==> src/rtl/ctrl_pkg.sv <==
// Shared encodings for the pipelined MIPS control unit: opcodes, function
// codes, control-word field values, field bit offsets and the packed layout.
package ctrl_pkg;

    localparam int CTRL_W = 24;

    // Primary opcodes
    localparam logic [5:0] OP_RTYPE = 6'h00;
    localparam logic [5:0] OP_J     = 6'h02;
    localparam logic [5:0] OP_BEQ   = 6'h04;
    localparam logic [5:0] OP_BNE   = 6'h05;
    localparam logic [5:0] OP_BLEZ  = 6'h06;
    localparam logic [5:0] OP_BGTZ  = 6'h07;
    localparam logic [5:0] OP_ADDI  = 6'h08;
    localparam logic [5:0] OP_ADDIU = 6'h09;
    localparam logic [5:0] OP_ANDI  = 6'h0C;
    localparam logic [5:0] OP_ORI   = 6'h0D;
    localparam logic [5:0] OP_XORI  = 6'h0E;
    localparam logic [5:0] OP_LW    = 6'h23;
    localparam logic [5:0] OP_SW    = 6'h2B;

    // R-type function codes
    localparam logic [5:0] FN_SLLV = 6'h04;
    localparam logic [5:0] FN_SRLV = 6'h06;
    localparam logic [5:0] FN_SRAV = 6'h07;
    localparam logic [5:0] FN_JR   = 6'h08;
    localparam logic [5:0] FN_ADD  = 6'h20;
    localparam logic [5:0] FN_ADDU = 6'h21;
    localparam logic [5:0] FN_SUB  = 6'h22;
    localparam logic [5:0] FN_SUBU = 6'h23;
    localparam logic [5:0] FN_AND  = 6'h24;
    localparam logic [5:0] FN_OR   = 6'h25;
    localparam logic [5:0] FN_XOR  = 6'h26;
    localparam logic [5:0] FN_NOR  = 6'h27;

    // Field encodings
    localparam logic [2:0] ALU_AND = 3'b000;
    localparam logic [2:0] ALU_OR  = 3'b001;
    localparam logic [2:0] ALU_ADD = 3'b010;
    localparam logic [2:0] ALU_XOR = 3'b011;
    localparam logic [2:0] ALU_NOR = 3'b100;
    localparam logic [2:0] ALU_SUB = 3'b110;

    localparam logic [1:0] SH_SRLV = 2'b00;
    localparam logic [1:0] SH_SRAV = 2'b01;
    localparam logic [1:0] SH_SLLV = 2'b10;

    localparam logic [1:0] BJ_SEQ    = 2'b00;
    localparam logic [1:0] BJ_JUMP   = 2'b01;
    localparam logic [1:0] BJ_BRANCH = 2'b10;

    localparam logic [1:0] PC_JTARGET = 2'b01;
    localparam logic [1:0] PC_REG     = 2'b10;

    localparam logic [2:0] CMP_BEQ  = 3'b000;
    localparam logic [2:0] CMP_BNE  = 3'b001;
    localparam logic [2:0] CMP_BLEZ = 3'b010;
    localparam logic [2:0] CMP_BGTZ = 3'b011;

    localparam logic [2:0] WSRC_ALU = 3'b000;
    localparam logic [2:0] WSRC_MEM = 3'b001;

    localparam logic [1:0] RDST_RT = 2'b00;
    localparam logic [1:0] RDST_RD = 2'b01;

    // Bit offsets of each field inside the control word
    localparam int OFF_UNSIG       = 0;
    localparam int OFF_COMPOP      = 1;
    localparam int OFF_SELPCTYPE   = 4;
    localparam int OFF_SELBRJUMPZ  = 6;
    localparam int OFF_WRITEMEM    = 8;
    localparam int OFF_READMEM     = 9;
    localparam int OFF_SHIFTOP     = 10;
    localparam int OFF_ALUOP       = 12;
    localparam int OFF_SELALUSHIFT = 15;
    localparam int OFF_SELIMREGB   = 16;
    localparam int OFF_WRITEOV     = 17;
    localparam int OFF_WRITEREG    = 18;
    localparam int OFF_SELREGDEST  = 19;
    localparam int OFF_SELWSOURCE  = 21;

    // Packed view of the control word, MSB first
    typedef struct packed {
        logic [2:0] selwsource;
        logic [1:0] selregdest;
        logic       writereg;
        logic       writeov;
        logic       selimregb;
        logic       selalushift;
        logic [2:0] aluop;
        logic [1:0] shiftop;
        logic       readmem;
        logic       writemem;
        logic [1:0] selbrjumpz;
        logic [1:0] selpctype;
        logic [2:0] compop;
        logic       unsig;
    } ctrl_t;

endpackage

==> src/rtl/control_decode.sv <==
// Combinational decoder: turns op/fn and the register fields of the
// instruction sitting in ID into a complete control word, its write-back
// register, an illegal flag and which source registers it reads.
module control_decode
    import ctrl_pkg::*;
#(
    parameter int REG_AW = 5
) (
    input  logic [5:0]        op,
    input  logic [5:0]        fn,
    input  logic [REG_AW-1:0] rt,
    input  logic [REG_AW-1:0] rd,
    output logic [CTRL_W-1:0] ctrl,
    output logic [REG_AW-1:0] dest,
    output logic              illegal,
    output logic              uses_rs,
    output logic              uses_rt
);

    ctrl_t c;
    logic  r_write;

    // Decode table; anything not recognised leaves the word all-zero and flags illegal
    always_comb begin
        c       = '0;
        r_write = 1'b0;
        illegal = 1'b0;
        dest    = '0;
        uses_rs = (op != OP_J);
        uses_rt = (op == OP_RTYPE) || (op == OP_BEQ) || (op == OP_BNE) || (op == OP_SW);
        case (op)
            OP_RTYPE: begin
                r_write = 1'b1;
                case (fn)
                    FN_ADD:  begin c.aluop = ALU_ADD; c.writeov = 1'b1; end
                    FN_ADDU: begin c.aluop = ALU_ADD; c.unsig = 1'b1; end
                    FN_SUB:  begin c.aluop = ALU_SUB; c.writeov = 1'b1; end
                    FN_SUBU: begin c.aluop = ALU_SUB; c.unsig = 1'b1; end
                    FN_AND:  c.aluop = ALU_AND;
                    FN_OR:   c.aluop = ALU_OR;
                    FN_XOR:  c.aluop = ALU_XOR;
                    FN_NOR:  c.aluop = ALU_NOR;
                    FN_SLLV: begin c.selalushift = 1'b1; c.shiftop = SH_SLLV; end
                    FN_SRLV: begin c.selalushift = 1'b1; c.shiftop = SH_SRLV; end
                    FN_SRAV: begin c.selalushift = 1'b1; c.shiftop = SH_SRAV; end
                    FN_JR: begin
                        r_write      = 1'b0;
                        c.selbrjumpz = BJ_JUMP;
                        c.selpctype  = PC_REG;
                    end
                    default: begin
                        r_write = 1'b0;
                        illegal = 1'b1;
                    end
                endcase
                if (r_write) begin
                    c.writereg   = 1'b1;
                    c.selregdest = RDST_RD;
                end
            end
            OP_J: begin
                c.selbrjumpz = BJ_JUMP;
                c.selpctype  = PC_JTARGET;
            end
            OP_BEQ:  begin c.selbrjumpz = BJ_BRANCH; c.compop = CMP_BEQ;  end
            OP_BNE:  begin c.selbrjumpz = BJ_BRANCH; c.compop = CMP_BNE;  end
            OP_BLEZ: begin c.selbrjumpz = BJ_BRANCH; c.compop = CMP_BLEZ; end
            OP_BGTZ: begin c.selbrjumpz = BJ_BRANCH; c.compop = CMP_BGTZ; end
            OP_ADDI, OP_ADDIU, OP_ANDI, OP_ORI, OP_XORI: begin
                c.selimregb  = 1'b1;
                c.writereg   = 1'b1;
                c.selregdest = RDST_RT;
                c.writeov    = (op == OP_ADDI);
                c.unsig      = (op != OP_ADDI);
                case (op)
                    OP_ANDI: c.aluop = ALU_AND;
                    OP_ORI:  c.aluop = ALU_OR;
                    OP_XORI: c.aluop = ALU_XOR;
                    default: c.aluop = ALU_ADD;
                endcase
            end
            OP_LW: begin
                c.selwsource = WSRC_MEM;
                c.selregdest = RDST_RT;
                c.writereg   = 1'b1;
                c.selimregb  = 1'b1;
                c.aluop      = ALU_ADD;
                c.readmem    = 1'b1;
            end
            OP_SW: begin
                c.selimregb = 1'b1;
                c.aluop     = ALU_ADD;
                c.writemem  = 1'b1;
            end
            default: illegal = 1'b1;
        endcase
        if (c.writereg) begin
            dest = (c.selregdest == RDST_RD) ? rd : rt;
        end
        ctrl = c;
    end

endmodule

==> src/rtl/control_pipe.sv <==
// Pipelined control unit: holds the fetched instruction in ID, decodes it,
// and carries the control word and destination register through EX, MEM
// and WB, with load-use interlock, branch flush and illegal flagging.
module control_pipe
    import ctrl_pkg::*;
#(
    parameter int REG_AW         = 5,
    parameter bit LOAD_USE_STALL = 1'b1
) (
    input  logic              clock,
    input  logic              reset,
    input  logic              in_valid,
    input  logic [31:0]       instr,
    output logic              in_ready,
    input  logic              flush,
    output logic              ex_valid,
    output logic              mem_valid,
    output logic              wb_valid,
    output logic [CTRL_W-1:0] ex_ctrl,
    output logic [CTRL_W-1:0] mem_ctrl,
    output logic [CTRL_W-1:0] wb_ctrl,
    output logic [REG_AW-1:0] ex_dest,
    output logic [REG_AW-1:0] mem_dest,
    output logic [REG_AW-1:0] wb_dest,
    output logic              illegal
);

    logic              id_valid;
    logic [5:0]        id_op;
    logic [5:0]        id_fn;
    logic [REG_AW-1:0] id_rs;
    logic [REG_AW-1:0] id_rt;
    logic [REG_AW-1:0] id_rd;
    logic              ex_illegal;

    logic [CTRL_W-1:0] dec_ctrl;
    logic [REG_AW-1:0] dec_dest;
    logic              dec_illegal;
    logic              dec_uses_rs;
    logic              dec_uses_rt;
    logic              stall;
    logic              rs_hit;
    logic              rt_hit;

    // The shift-amount field is never needed by the control path
    logic unused_shamt;
    assign unused_shamt = ^instr[10:6];

    control_decode #(.REG_AW(REG_AW)) u_decode (
        .op      (id_op),
        .fn      (id_fn),
        .rt      (id_rt),
        .rd      (id_rd),
        .ctrl    (dec_ctrl),
        .dest    (dec_dest),
        .illegal (dec_illegal),
        .uses_rs (dec_uses_rs),
        .uses_rt (dec_uses_rt)
    );

    // Load in EX whose result the ID instruction reads; $0 never creates a dependency
    always_comb begin
        rs_hit   = dec_uses_rs && (ex_dest == id_rs);
        rt_hit   = dec_uses_rt && (ex_dest == id_rt);
        stall    = LOAD_USE_STALL && id_valid && ex_valid && ex_ctrl[OFF_READMEM]
                   && (ex_dest != '0) && (rs_hit || rt_hit);
        in_ready = !stall && !flush;
        illegal  = ex_valid && ex_illegal;
    end

    // ID: killed by flush, held by stall, otherwise takes the offered instruction or a bubble
    always_ff @(posedge clock or posedge reset) begin
        if (reset) begin
            id_valid <= 1'b0;
            id_op    <= '0;
            id_fn    <= '0;
            id_rs    <= '0;
            id_rt    <= '0;
            id_rd    <= '0;
        end else if (flush) begin
            id_valid <= 1'b0;
        end else if (!stall) begin
            id_valid <= in_valid;
            if (in_valid) begin
                id_op <= instr[31:26];
                id_fn <= instr[5:0];
                id_rs <= instr[21 +: REG_AW];
                id_rt <= instr[16 +: REG_AW];
                id_rd <= instr[11 +: REG_AW];
            end
        end
    end

    // EX: a bubble on flush, stall or empty ID, else the decoded ID instruction
    always_ff @(posedge clock or posedge reset) begin
        if (reset) begin
            ex_valid   <= 1'b0;
            ex_ctrl    <= '0;
            ex_dest    <= '0;
            ex_illegal <= 1'b0;
        end else if (flush || stall || !id_valid) begin
            ex_valid   <= 1'b0;
            ex_ctrl    <= '0;
            ex_dest    <= '0;
            ex_illegal <= 1'b0;
        end else begin
            ex_valid   <= 1'b1;
            ex_ctrl    <= dec_ctrl;
            ex_dest    <= dec_dest;
            ex_illegal <= dec_illegal;
        end
    end

    // MEM and WB always advance; a flushed branch still moves from EX into MEM
    always_ff @(posedge clock or posedge reset) begin
        if (reset) begin
            mem_valid <= 1'b0;
            mem_ctrl  <= '0;
            mem_dest  <= '0;
            wb_valid  <= 1'b0;
            wb_ctrl   <= '0;
            wb_dest   <= '0;
        end else begin
            mem_valid <= ex_valid;
            mem_ctrl  <= ex_ctrl;
            mem_dest  <= ex_dest;
            wb_valid  <= mem_valid;
            wb_ctrl   <= mem_ctrl;
            wb_dest   <= mem_dest;
        end
    end

endmodule
==> config.mk <==
export PLATFORM = sky130hd
export DESIGN_NAME = control_pipe
export DESIGN_NICKNAME = d
export VERILOG_FILES = /design/src/rtl/ctrl_pkg.sv /design/src/rtl/control_decode.sv /design/src/rtl/control_pipe.sv
export SDC_FILE = /design/constraint.sdc
export NUM_CORES = 1
export LEC_CHECK = 0
export CAP_MARGIN = 10
export CORE_AREA = 2 2 83 145
export CTS_CLUSTER_DIAMETER = 80
export CTS_CLUSTER_SIZE = 30
export DETAILED_ROUTE_END_ITERATION = 6
export DIE_AREA = 0 0 85 147
export PLACE_DENSITY = 0.61
export SYNTH_ARGS = -nofsm -noshare
export SYNTH_HDL_FRONTEND = slang
export SYNTH_SLANG_ARGS = --single-unit
==> constraint.sdc <==
create_clock -name clock -period 7.1 [get_ports clock]
set_input_delay 1.065 -clock clock [delete_from_list [all_inputs] [get_ports clock]]
set_output_delay 1.065 -clock clock [all_outputs]
set_load 0.02 [all_outputs]
==> load_flow_metrics.sql, run 1 <==
INSERT INTO impl_metrics (metric_group, metric, value, unit) VALUES
('hold_path', 'hold_path.class', 'reg2reg', ''),
('die', 'die-width', '85', 'µm'),
('synthesis', 'ys_seq_elements', '104', ''),
('critical_path', 'critical_path_buf_inv_count', '2', ''),
('die', 'initial_core_util', '34.2', '%'),
('route', 'drtIter0Drc', '87', ''),
('run', 'max_cap_violations', '0', ''),
('route', 'drtAntennaViolNets', '0', ''),
('pwr', 'share_seq_of_total_power', '52.8', '%'),
('synthesis', 'seq_area_frac_synth', '66.9', '%'),
('cells_and_area', 'final_antenna_diode_count', '0', ''),
('critical_path', 'worstSetupEndpointType', 'output port', ''),
('pwr', 'pwr-share-comb', '11.0', '%'),
('cells_and_area', 'drive_above_1_share', '12.4', '%'),
('grt', 'first_global_vias', '2464', ''),
('pwr', 'max-vdd-ir-drop', '0.000128', 'V'),
('sta', 'period_share', '57.0', '%'),
('route', 'first_pass_iters', '4', ''),
('critical_path', 'timing.critical_path.max_delay_family', 'simple AND/OR/NAND/NOR gates', ''),
('sta', 'setup_total_negative_slack', '0', 'ns'),
('clock_network', 'cts_sinks', '104', ''),
('clock_network', 'cts_root_buffer', 'sky130_fd_sc_hd__clkbuf_16', ''),
('grt', 'grt.total_usage', '13.2', '%'),
('die', 'die_area', '12500', 'µm²'),
('clock_network', 'post_cts_hold_buffer_count', '0', ''),
('sta', 'clock.fmax', '247', 'MHz'),
('critical_path', 'worst_path_max_delay_cell', 'sky130_fd_sc_hd__clkdlybuf4s50_1', ''),
('sta', 'timing_hold_violations_final', '0', ''),
('clock_network', 'ctsHtreeMaxLevel', '3', ''),
('synthesis', 'yosys_warnings', '0', ''),
('placed_design', 'gp_routability_congestion', '0.780', ''),
('route', 'routed_via_density', '4.60', ''),
('run_status', 'outcome', 'complete, no violations', ''),
('die', 'io_pins', '128', ''),
('sta', 'finalClockSkew', '0.00758', 'ns'),
('pwr', 'power.net_switching', '0.300', 'mW'),
('clock_network', 'cts_resizes', '0', ''),
('sta', 'period_needed', '4.05', 'ns'),
('synthesis', 'synthDistinctLibCells', '41', ''),
('pwr', 'power.clock.fraction', '36.3', '%'),
('cells_and_area', 'net_total_in_the_final_layout', '418', ''),
('grt', 'antenna_found_initial', '0', ''),
('sta', 'worst_pin_slew', '0.723', 'ns'),
('route', 'route.detailed.drc', '0', ''),
('synthesis', 'synth_cells', '275', ''),
('grt', 'grt_first_pass_wirelength', '12.8', 'mm'),
('grt', 'grt_max_degree', '59', ''),
('die', 'rows', '52', ''),
('pwr', 'power_density', '233', 'nW/µm²'),
('sta', 'rsz_0062_raised_after_global_routing', 'false', ''),
('synthesis', 'ys_async_rst_share', '100', '%'),
('placed_design', 'placement.io_buffers', '110', ''),
('clock_network', 'numCtsBuffers', '9', ''),
('clock_network', 'worst_skew_pair.late_latency', '0.34', 'ns'),
('sta', 'slew_viol_final', '0', ''),
('sta', 'holdWs', '0.371', 'ns'),
('critical_path', 'cp_data_required_time', '6.03', 'ns'),
('pwr', 'cellInternalPower', '0.939', 'mW'),
('critical_path', 'slowest_delay', '0.61', 'ns'),
('cells_and_area', 'fillerInstances', '1019', ''),
('pwr', 'leakagePower', '2.41', 'nW'),
('critical_path', 'crit_path_start_kind', 'flip-flop', ''),
('placed_design', 'post-dp-hpwl', '6.00', 'mm'),
('synthesis', 'synthesis.area_per_instance', '14.1', 'µm²'),
('critical_path', 'crit_type', 'reg2out', ''),
('grt', 'globalRouteOverflowTotal', '0', ''),
('critical_path', 'crit_path_cell_trace', 'nor3_2, or3b_1, nand4_2, nand3b_1, inv_1, clkdlybuf4s50_1', ''),
('route', 'routedWlPerCell', '15.0', 'µm'),
('sta', 'max_slew_margin', '51.6', '%'),
('clock_network', 'tritoncts', 'built', ''),
('route', 'routed_wl', '7.81', 'mm'),
('pwr', 'switching_share', '24.2', '%'),
('cells_and_area', 'area_growth', '36.4', '%'),
('route', 'vias', '2397', ''),
('clock_network', 'worst_setup_hold_path_clk_slew', '0.06', 'ns'),
('clock_network', 'post_cts_buffers', '0', ''),
('synthesis', 'ys_dominant_reg_cell', 'sky130_fd_sc_hd__dfrtp_1', ''),
('critical_path', 'cp.arrival', '2.98', 'ns'),
('clock_network', 'cts-root-to-sink-buffers', '2', ''),
('die', 'coreArea', '11400', 'µm²'),
('sta', 'timing.final.setup_violations', '0', ''),
('synthesis', 'synth_enable_flop_cells', '0', ''),
('die', 'die_h', '147', 'µm'),
('synthesis', 'synth.cell_area', '3890', 'µm²'),
('critical_path', 'worst-path-max-fanout', '10', '');
## final timing paths
kind	to	slack [ns]	start	cells past startpoint
setup / recovery	in_ready	3.05	id_op[4]	6
hold / removal	mem_ctrl[19]	0.37	ex_ctrl[19]	0
setup reg to reg	id_fn[5]	4.36	id_op[4]	5
hold reg to reg	mem_ctrl[19]	0.37	ex_ctrl[19]	0
max in group asynchronous	mem_ctrl[15]	4.85	reset	3
min in group asynchronous	mem_dest[3]	1.14	reset	2
## final cells by class
| type | count | area, µm² | share of cell area, % |
|---|---|---|---|
| Clock buffer | 11 | 243 | 4.57 |
| Clock inverter | 4 | 31.3 | 0.589 |
| Inverter | 8 | 32.5 | 0.613 |
| Multi-Input combinational cell | 148 | 1120 | 21.1 |
| Sequential cell | 104 | 2600 | 49.0 |
| Tap cell | 135 | 169 | 3.18 |
| Timing Repair Buffer | 111 | 1110 | 20.9 |
## sequential cells by signal, summed over array words and instances (netlist names), 6 cells and up
register / flops
wb_ctrl: 19
ex_ctrl: 19
id_op: 6
id_fn: 6
mem_ctrl: 19
## placed cells by master (no fill, tap or decap), drive strengths merged, types with 2 or more instances in the layout
| master | count |
|---|---|
| nor2 | 23 |
| clkinv | 4 |
| nor4 | 8 |
| a211oi | 2 |
| dfrtp | 104 |
| nor2b | 5 |
| nand2b | 4 |
| o2111ai | 2 |
| conb | 12 |
| nand3 | 4 |
| nor3 | 8 |
| inv | 8 |
| clkdlybuf4s50 | 110 |
| nand3b | 2 |
| a21oi | 7 |
| nand2 | 7 |
| xor2 | 11 |
| clkbuf | 11 |
| a22oi | 6 |
| nand4 | 3 |
| mux2 | 27 |
| nand4b | 3 |
| and2 | 2 |
| a31oi | 2 |
## power by group through the flow
stage | Sequential, mW | Clock (mW) | Combinational [mW]
6_report | 0.654 | 0.449 | 0.136
5_1_grt | 0.659 | 0.488 | 0.150
4_1_cts | 0.654 | 0.464 | 0.138
3_5_place_dp | 0.665 | 0 | 0.137
3_3_place_gp | 0.663 | 0 | 0.135
2_1_floorplan | 0.651 | 0 | 0.111
## cell usage after synthesis, drive strengths merged, types with 2 or more instances
master   count  share of area [%]
nor3         8                1.2
clkbuf       5               0.48
o2111ai      2               0.61
buf         21                4.1
nand2b       4               0.64
nand4        3               0.64
dfrtp      104                 67
a31oi        2               0.32
nand2        7               0.68
a22oi        6                1.2
nand3        4               0.51
and2         2               0.32
nor4         8                1.4
a21oi        7               0.90
mux2        27                9.7
xor2        11                2.5
nand4b       3                1.1
inv          8               0.77
nor2b        5               0.80
a211oi       2               0.39
nand3b       2               0.39
nor2        23                2.2
## per-layer routing
metal | up-vias | global-route usage [%] | part of all wire, %
met3 | 16 | 2.02 | 4.5
met2 | 83 | 24.2 | 57
met5 | - | 0 | 0
met4 | 0 | 6.83 | 3.1
met1 | 1172 | 14.2 | 36
li1 | 1126 | - | -
## through the flow
| step | util (%) | power (mW) | setup WS (ns) | cell area [µm²] | cells |
|---|---|---|---|---|---|
| final | 46.6 | 1.24 | 3.05 | 5310 | 521 |
| after detailed placement | 44.2 | 0.802 | 3.33 | 5030 | 506 |
| after global placement | 44.2 | 0.798 | 3.35 | 5030 | 506 |
| after global routing | 46.6 | 1.30 | 2.88 | 5310 | 521 |
| after floorplan | - | 0.763 | 3.30 | 3930 | 286 |
| after CTS | 46.6 | 1.26 | 3.01 | 5310 | 521 |
## cells by family after synthesis
family	after synthesis	share of synthesized area (%)
simple gates	72	10.6
compound gates	24	4.34
mux	28	10.0
other cells	1	0.0964
xor+xnor	12	2.70
buf+inv	34	5.40
flops	104	66.9
Power figures use the tool's default switching activity.
==> inputs of run 2 (changes only) <==
- PLACE_DENSITY: 0.61 -> 0.63
- clock period: 7.1 -> 3.6 ns (I/O delays scaled with it)
==> load_flow_metrics.sql, run 2 (synthesis results as in run 1) <==
INSERT INTO impl_metrics (metric_group, metric, value, unit) VALUES
('run_status', 'outcome', 'complete, no violations', ''),
('grt', 'grt.total_usage', '13.1', '%'),
('clock_network', 'cts_sinks', '104', ''),
('cells_and_area', 'fillerInstances', '1002', ''),
('pwr', 'leakagePower', '2.43', 'nW'),
('clock_network', 'worst_skew_pair.late_latency', '0.34', 'ns'),
('clock_network', 'post_cts_buffers', '0', ''),
('route', 'first_pass_iters', '5', ''),
('clock_network', 'tritoncts', 'built', ''),
('clock_network', 'cts_root_buffer', 'sky130_fd_sc_hd__clkbuf_16', ''),
('sta', 'rsz_0062_raised_after_global_routing', 'false', ''),
('critical_path', 'worst_path_max_delay_cell', 'sky130_fd_sc_hd__clkdlybuf4s50_1', ''),
('sta', 'holdWs', '0.374', 'ns'),
('die', 'coreArea', '11400', 'µm²'),
('pwr', 'max-vdd-ir-drop', '0.000277', 'V'),
('cells_and_area', 'net_total_in_the_final_layout', '420', ''),
('route', 'drtIter0Drc', '85', ''),
('cells_and_area', 'largest_registers', 'ex_ctrl: 19 flops, mem_ctrl: 19 flops, wb_ctrl: 19 flops', ''),
('sta', 'setup_total_negative_slack', '0', 'ns'),
('sta', 'finalClockSkew', '0.00777', 'ns'),
('run', 'max_cap_violations', '0', ''),
('sta', 'period_share', '89.5', '%'),
('critical_path', 'worstSetupEndpointType', 'output port', ''),
('clock_network', 'cts-root-to-sink-buffers', '2', ''),
('die', 'die-width', '85', 'µm'),
('sta', 'period_needed', '3.22', 'ns'),
('sta', 'slew_viol_final', '0', ''),
('clock_network', 'post_cts_hold_buffer_count', '0', ''),
('die', 'io_pins', '128', ''),
('grt', 'globalRouteOverflowTotal', '0', ''),
('cells_and_area', 'layout_common_cells', '110 x sky130_fd_sc_hd__clkdlybuf4s50_1, 104 x sky130_fd_sc_hd__dfrtp_1, 23 x sky130_fd_sc_hd__nor2_1', ''),
('die', 'initial_core_util', '34.2', '%'),
('route', 'routed_via_density', '4.66', ''),
('critical_path', 'slowest_delay', '0.60', 'ns'),
('critical_path', 'cp_data_required_time', '3.06', 'ns'),
('sta', 'timing_hold_violations_final', '0', ''),
('die', 'die_area', '12500', 'µm²'),
('grt', 'first_global_vias', '2455', ''),
('route', 'vias', '2442', ''),
('placed_design', 'placement.io_buffers', '110', ''),
('sta', 'timing.final.setup_violations', '0', ''),
('hold_path', 'hold_path.class', 'reg2reg', ''),
('route', 'routedWlPerCell', '15.0', 'µm'),
('cells_and_area', 'final_antenna_diode_count', '0', ''),
('grt', 'grt_first_pass_wirelength', '12.7', 'mm'),
('clock_network', 'cts_resizes', '0', ''),
('die', 'die_h', '147', 'µm'),
('critical_path', 'crit_path_start_kind', 'flip-flop', ''),
('route', 'drtAntennaViolNets', '0', ''),
('route', 'routed_wl', '7.86', 'mm'),
('pwr', 'fin_total_pwr', '2.54', 'mW'),
('route', 'route.detailed.drc', '0', ''),
('sta', 'worst_pin_slew', '0.709', 'ns'),
('critical_path', 'crit_path_cell_trace', 'nor3_2, buf_4, or3b_1, nand4_2, nand3b_1, inv_1, clkdlybuf4s50_1', ''),
('grt', 'antenna_found_initial', '0', ''),
('critical_path', 'cp.arrival', '2.68', 'ns'),
('grt', 'grt_max_degree', '65', ''),
('clock_network', 'worst_setup_hold_path_clk_slew', '0.07', 'ns'),
('cells_and_area', 'drive_above_1_share', '13.1', '%'),
('clock_network', 'numCtsBuffers', '9', ''),
('sta', 'clock.fmax', '311', 'MHz'),
('cells_and_area', 'mostFrequentLayoutCell', 'sky130_fd_sc_hd__clkdlybuf4s50_1', ''),
('pwr', 'power_density', '473', 'nW/µm²'),
('die', 'rows', '52', ''),
('critical_path', 'crit_type', 'reg2out', ''),
('placed_design', 'post-dp-hpwl', '5.94', 'mm'),
('cells_and_area', 'area_growth', '37.9', '%'),
('critical_path', 'worst-path-max-fanout', '10', ''),
('placed_design', 'gp_routability_congestion', '0.808', ''),
('sta', 'max_slew_margin', '52.3', '%'),
('clock_network', 'ctsHtreeMaxLevel', '3', '');
## run 2: cell types whose count changed in the layout (fill, tap and decap cells not counted)
cell / before / now
sky130_fd_sc_hd__inv_6: 0 / 1
sky130_fd_sc_hd__clkinv_2: 1 / 0
sky130_fd_sc_hd__bufinv_16: 0 / 1
sky130_fd_sc_hd__buf_12: 0 / 1
sky130_fd_sc_hd__buf_4: 1 / 2
## run 2: path summary, 6_finish.rpt
check	from	endpoint	slack [ns]	cells past startpoint
worst max-delay path	id_op[4]	in_ready	0.38	7
worst min-delay path	ex_ctrl[10]	mem_ctrl[10]	0.37	0
worst max register to register	id_op[4]	id_rs[3]	0.97	6
worst min register to register	ex_ctrl[10]	mem_ctrl[10]	0.37	0
max in group asynchronous	reset	wb_ctrl[4]	2.31	3
min in group asynchronous	reset	mem_dest[4]	0.60	2
## run 2: where the power goes
part	internal (mW)	switching, mW
sequential	1.22	0.0668
clock	0.564	0.410
combinational	0.148	0.127
total	1.93	0.604
## run 2: worst max-delay path, delay by kind of cell, from the launching register on
family	cells	cell delay [ns]
and+or+nand+nor	4	0.99
buffers and inverters	3	0.86
DFF	1	0.50
## run 2: area by class of cell
cell class	instances	area (µm²)	area share [%]
repair buffers	113	1140	21.2
multi-input cells	148	1120	20.9
inverters	8	32.5	0.606
clock buffers	11	243	4.52
flip-flops and latches	104	2600	48.5
clock inverters	5	65.1	1.21
well taps	135	169	3.15
## run 2: per-stage QoR
stage               util [%]  instance area, µm²  setup slack [ns]  std cells
floorplan                  -                3930             0.328        286
global placement        44.4                5060             0.729        508
detailed placement      44.4                5060             0.713        508
CTS                     47.1                5370             0.347        524
global route            47.1                5370             0.245        524
finish                  47.1                5370             0.380        524
## run 2: layer usage
| metal | track usage [%] | vias to the layer above | wire (µm) |
|---|---|---|---|
| met5 | 0 | - | 0 |
| met4 | 6.59 | 0 | 132 |
| met3 | 2.25 | 10 | 385 |
| met2 | 24.1 | 78 | 4560 |
| met1 | 14.0 | 1215 | 2790 |
| li1 | - | 1139 | - |
